## src/rtl/dffram128x32_wb_ctrl.sv

```systemverilog
// dffram128x32_wb_ctrl: Wishbone classic slave that strobes a 128x32 DFFRAM inside a 512-byte window
module dffram128x32_wb_ctrl #(
  parameter logic [31:0] BASE_ADDR = 32'h0000_0000
) (
  input  logic        CLK,
  input  logic        RST,
  input  logic        wb_cyc_i,
  input  logic        wb_stb_i,
  input  logic        wb_we_i,
  input  logic [3:0]  wb_sel_i,
  input  logic [31:0] wb_adr_i,
  input  logic [31:0] wb_dat_i,
  output logic [31:0] wb_dat_o,
  output logic        wb_ack_o,
  output logic        wb_err_o,
  output logic        ram_EN0,
  output logic [3:0]  ram_WE0,
  output logic [6:0]  ram_A0,
  output logic [31:0] ram_Di0,
  input  logic [31:0] ram_Do0
);
  typedef enum logic [1:0] {IDLE, RD, RESP} state_t;
  state_t state, state_nxt;
  logic req, hit, ack_nxt, err_nxt, unused_ok;
  assign ram_A0 = wb_adr_i[8:2];
  assign ram_Di0 = wb_dat_i;
  assign unused_ok = &{1'b0, wb_adr_i[1:0]};
  // RST gates the strobes so a request seen during reset never reaches the macro
  always_comb begin
    req = ~RST & wb_cyc_i & wb_stb_i & (state == IDLE);
    hit = wb_adr_i[31:9] == BASE_ADDR[31:9];
    ram_EN0 = req & hit;
    ram_WE0 = (req & hit & wb_we_i) ? wb_sel_i : 4'h0;
    ack_nxt = (req & hit & wb_we_i) | ((state == RD) & wb_cyc_i);
    err_nxt = req & ~hit;
    state_nxt = (state == RD) ? (wb_cyc_i ? RESP : IDLE) :
                (state == RESP) ? IDLE :
                req ? ((hit & ~wb_we_i) ? RD : RESP) : IDLE;
  end
  always_ff @(posedge CLK) begin
    if (RST) begin
      state <= IDLE;
      wb_ack_o <= 1'b0;
      wb_err_o <= 1'b0;
      wb_dat_o <= 32'h0;
    end else begin
      state <= state_nxt;
      wb_ack_o <= ack_nxt;
      wb_err_o <= err_nxt;
      if (state == RD && wb_cyc_i) wb_dat_o <= ram_Do0;
    end
  end
endmodule

```

## config.mk

```make
export PLATFORM = sky130hd
export DESIGN_NAME = dffram128x32_wb_ctrl
export DESIGN_NICKNAME = d
export VERILOG_FILES = /design/src/rtl/dffram128x32_wb_ctrl.sv
export SDC_FILE = /design/constraint.sdc
export NUM_CORES = 1
export LEC_CHECK = 0
export CAP_MARGIN = 20
export CORE_MARGIN = 10
export CORE_UTILIZATION = 28
export CTS_CLUSTER_DIAMETER = 50
export DETAILED_ROUTE_END_ITERATION = 7
export PLACE_DENSITY_LB_ADDON = 0.08
export SLEW_MARGIN = 20
export SYNTH_ARGS = -nofsm -noshare
export SYNTH_HDL_FRONTEND = slang
export SYNTH_SLANG_ARGS = --single-unit
```

## constraint.sdc

```tcl
create_clock -name CLK -period 2.1 [get_ports CLK]
set_input_delay 0.315 -clock CLK [delete_from_list [all_inputs] [get_ports CLK]]
set_output_delay 0.315 -clock CLK [all_outputs]
set_load 0.01 [all_outputs]
```

# After elaboration in Yosys (flattened, before gate mapping)
# Cells that the tools add are included.
# classes
mux	6
n_bitwise	12
n_eq_ne	2
n_reduce_logical	3
# op_table
operator	n
zero test 23 bit	1
2-to-1 mux 2 bit	5
AND 1 bit	8
2-to-1 mux 4 bit	1
NOT 1 bit	3
== test 2 x 1 -> 1 bit (second input constant)	1
== test 2 bit (second input constant)	1
zero test 2 bit	1
logical AND 1 bit	1
OR 1 bit	1
# totals
elab_cells	27
regBits	36
out_inout_bits	78
in_bits	105

# Logic depth before layout (Yosys ltp)
# logic_depth
depth_word	7
mapped_depth	7

# Worst setup path after synthesis
# No wires, ideal clock.
# synth_path
path_kind	input to output
startpoint	input wb_adr_i[13]
endpoint	output ram_WE0[0]
setup_slack_ps	147
path_buffers	1
cell_stages	4
required_ps	1785
arrival_time_ps	1638
cell_sequence	or4_4 > or2_1 > buf_6 > nor4_1
# synth_between
elab_chain_cells	4
# synth_lines
element	line	rtl
start: declaration	11	input logic [31:0] wb_adr_i,
zero test 23 bit	31	hit = wb_adr_i[31:9] == BASE_ADDR[31:9];
AND 1 bit (2 in series)	33	ram_WE0 = (req & hit & wb_we_i) ? wb_sel_i : 4'h0;
2-to-1 mux 4 bit	33	
end: declaration	17	output logic [3:0] ram_WE0,
# Every way passes these cells.

# Final worst setup path
# layout_path
startpoint	input wb_adr_i[16]
endpoint	output ram_WE0[0]
# The elaborated chain is that of the path after synthesis.

==> results.md <==
- Via count: 1606
- Final hold vios: 0
- Iter 0 DRT Violations: 35
- Area growth, synth to finish: 59.0%
- Tcrit/Tclk final: 0.987
- Cell variety after synth: 23
- Cells after Synth: 219
- Share of layout cells above drive strength 1: 0.128
- Clock Tree Root: clkbuf_8
- Seq pwr share: 0.531
- Finished Core Util: 0.458
- Worst-skew pair later-pin latency: 0.28 ns
- Final Critical Period: 2.07 ns
- Slew @ Worst Pin: 0.388 ns
- Met1 Track Usage GR: 0.111
- R2R setup slack: 0.67 ns
- Net Sw Frac: 0.209
- Seq/Total Area, Yosys: 0.422
- Clock tree buffer depth: 2
- Cell taking the most area after synthesis: dfxtp_1
- Post-Syn Area: 0.00171 mm²
- GRT Util Overall: 0.108
- Switching pwr: 269 µW
- Worst setup EP type: output port
- VDD IR-drop max: 0.314 mV
- GRT Max-Usage Layer: met2
- H-tree Lvls: 2
- Status: complete, no violations
- Num rows: 28
- PD cells: 475 mW/mm²
- WL/cell: 15.3 µm
- Hold/Removal Path Class: in -> reg
- Port bufs: 102
- TritonRoute pass-1 iters: 4
- Pre-CTS setup slack: -0.712 ns
- Comb pwr share: 0.118
- RSZ-0062 raised after global routing: true
- Die H: 98.1 µm
- Final net count: 398
- Area share of the largest cell type after synthesis: 0.422
- Pint: 1020 µW
- Skew final: 0.00630 ns
- Flops & latches, synth: 36
- Placed cells: 355
- Mapped Nets: 327
- Worst reg2reg endpoint: wb_dat_o[16]
- Die X: 98.1 µm
- Maximum number of pins on one net before global-route repair: 35
- Routing usage on met3: 0.0592
- Initial core utilization: 0.288
- Die ar.: 0.00962 mm²
- GPL Wtd Cong: 0.684
- Hold buffers post-CTS: 0
- Fillers: 599
- Initial antenna violation count: 0
- Clk sinks: 36
- Fin. max-slew vios: 0
- Worst-path fanout max: 6
- Grt ovf: 0
- Inserted Diodes: 0
- F_max: 0.483 GHz
- Clk pwr share: 0.351
- Max-slew headroom: 0.741
- Layout Cells excl Fill: 365
- Grt met2 use: 0.180
- Reg2reg path depth: 6
- Hold Startpoint: wb_adr_i[17]
- Clock slew at reported path FFs: 0.06 ns
- CTS tree: yes
- Total power: 1290 µW
- DRT antenna net count: 0
- Clock buffer count from CTS: 5
- Remaining DRCs: 0
- Top post-synthesis cells by area: dfxtp_1 (42%), buf_4 (17%), nand2_1 (14%)
- Crit path required time: 1.78 ns
- IO Pins: 183
- Max-Cap Viols: 0
- WHS: 0.426 ns
- Number of vias per cell: 4.40
- Worst setup margin: 0.0281 ns
- Hold path depth: 4
- Core Area: 0.00592 mm²
- R2r startpoint: state[1]
- Synth warnings: 0
- Worst Hold Path EP: wb_err_o
- Leakage: 0.000984 µW
- Post-DP HPWL: 4.18 mm
- WP data arrival: 1.76 ns
- Setup violators final: 0
- Vias in the first global route: 1608
- Post-Route WL: 5.57 mm
- Syn Area/Cell: 7.79 µm²
- First-pass GRT wire length: 8.40 mm
- Crit Path Class: in -> out
- Crit start category: input port
==> worst max-delay path by stage <==
stage	start	end	slack, ns	cells past startpoint
after global routing	wb_adr_i[10]	ram_WE0[2]	-0.02	6
after global placement	wb_adr_i[13]	ram_WE0[3]	-0.65	5
after detailed placement	wb_adr_i[13]	ram_WE0[2]	-0.71	5
final	wb_adr_i[16]	ram_WE0[0]	0.03	5
after CTS	wb_adr_i[15]	ram_WE0[2]	0.001	5
after floorplan	wb_adr_i[13]	ram_WE0[0]	0.15	4
==> per-layer routing <==
metal,wire (µm),share of wire
met2,2680,0.48
met4,71,0.013
met5,0,0
met3,575,0.10
met1,2240,0.40
==> sequential cells by signal, summed over array words and instances (netlist names) <==
| register | cells |
|---|---|
| wb_ack_o | 1 |
| state | 2 |
| wb_err_o | 1 |
| wb_dat_o | 32 |
==> power groups by stage <==
| stage | sequential (µW) | combinational [µW] | clock [µW] |
|---|---|---|---|
| detailed placement | 700 | 148 | 0 |
| finish | 684 | 152 | 453 |
| global placement | 700 | 149 | 0 |
| floorplan | 700 | 96.8 | 0 |
| CTS | 684 | 148 | 478 |
| global route | 684 | 164 | 509 |
==> worst max-delay path, cell delays in order <==
cell and delay (ns):
dlygate4sd2_1 0.23, or4_4 0.47, or2_4 0.29, nor4_2 0.27, buf_2 0.18
==> cell usage in the layout, fill, tap and decap left out, types with 2 or more instances in the layout <==
cell             netlist  layout
nor2_1                 3       3
dlymetal6s2s_1         0       4
nor4_2                 0       5
buf_4                 39      11
dlygate4sd2_1          0       3
clkdlybuf4s15_1        0       4
inv_1                  7       7
nor4_4                 0       2
clkdlybuf4s50_1        0      85
nor3_1                 2       2
or2_4                  0       2
clkbuf_8               0       5
or4_4                  1       2
a21oi_1               33      33
ha_1                   3       3
nand2_1               65      65
buf_2                  0       5
dfxtp_1               36      36
==> cell families (layout without fill, tap and decap cells) <==
kind of cell / count (synthesis) / after routing / share of synthesized area
AND/OR/NAND/NOR: 86 / 86 / 0.226
buffers and inverters: 58 / 129 / 0.218
flip-flops: 36 / 36 / 0.422
AO/OA/AOI/OAI: 36 / 36 / 0.112
adder cells (fa/ha/maj): 3 / 3 / 0.0220
==> Yosys cell counts, drive strengths merged <==
master and count:
nand4b 1, nand4 1, or2 2, a21oi 33, nor4b 1, nor4 7
nor3 2, and2 1, nor2 3, a311oi 1, ha 3, and4 1
or4 2, clkbuf 11, dfxtp 36, o32ai 1, o31a 1, buf 40
inv 7, nand2 65
==> stage by stage <==
stage	cell area, µm²	setup TNS (ns)
after floorplan	1710	0
after global placement	2560	-3.17
after detailed placement	2560	-3.34
after CTS	2650	0
after global routing	2710	-0.0225
final	2710	0
==> layout make-up <==
cell class,instances,area [µm²],area share
timing repair buffer,115,1110,0.409
sequential,36,721,0.266
multi-input combinational,125,684,0.252
tap,75,93.8,0.0346
clock buffer,6,72.6,0.0267
inverter,7,26.3,0.00968
clock inverter,1,5.00,0.00184
==> repair_timing <==
item	CTS	global route
resized for setup	41	14
hold endpoints to repair	0	0
pin swaps	4	8
buffers inserted	1	2
setup endpoints to repair	5	5
Power figures use the tool's default switching activity.
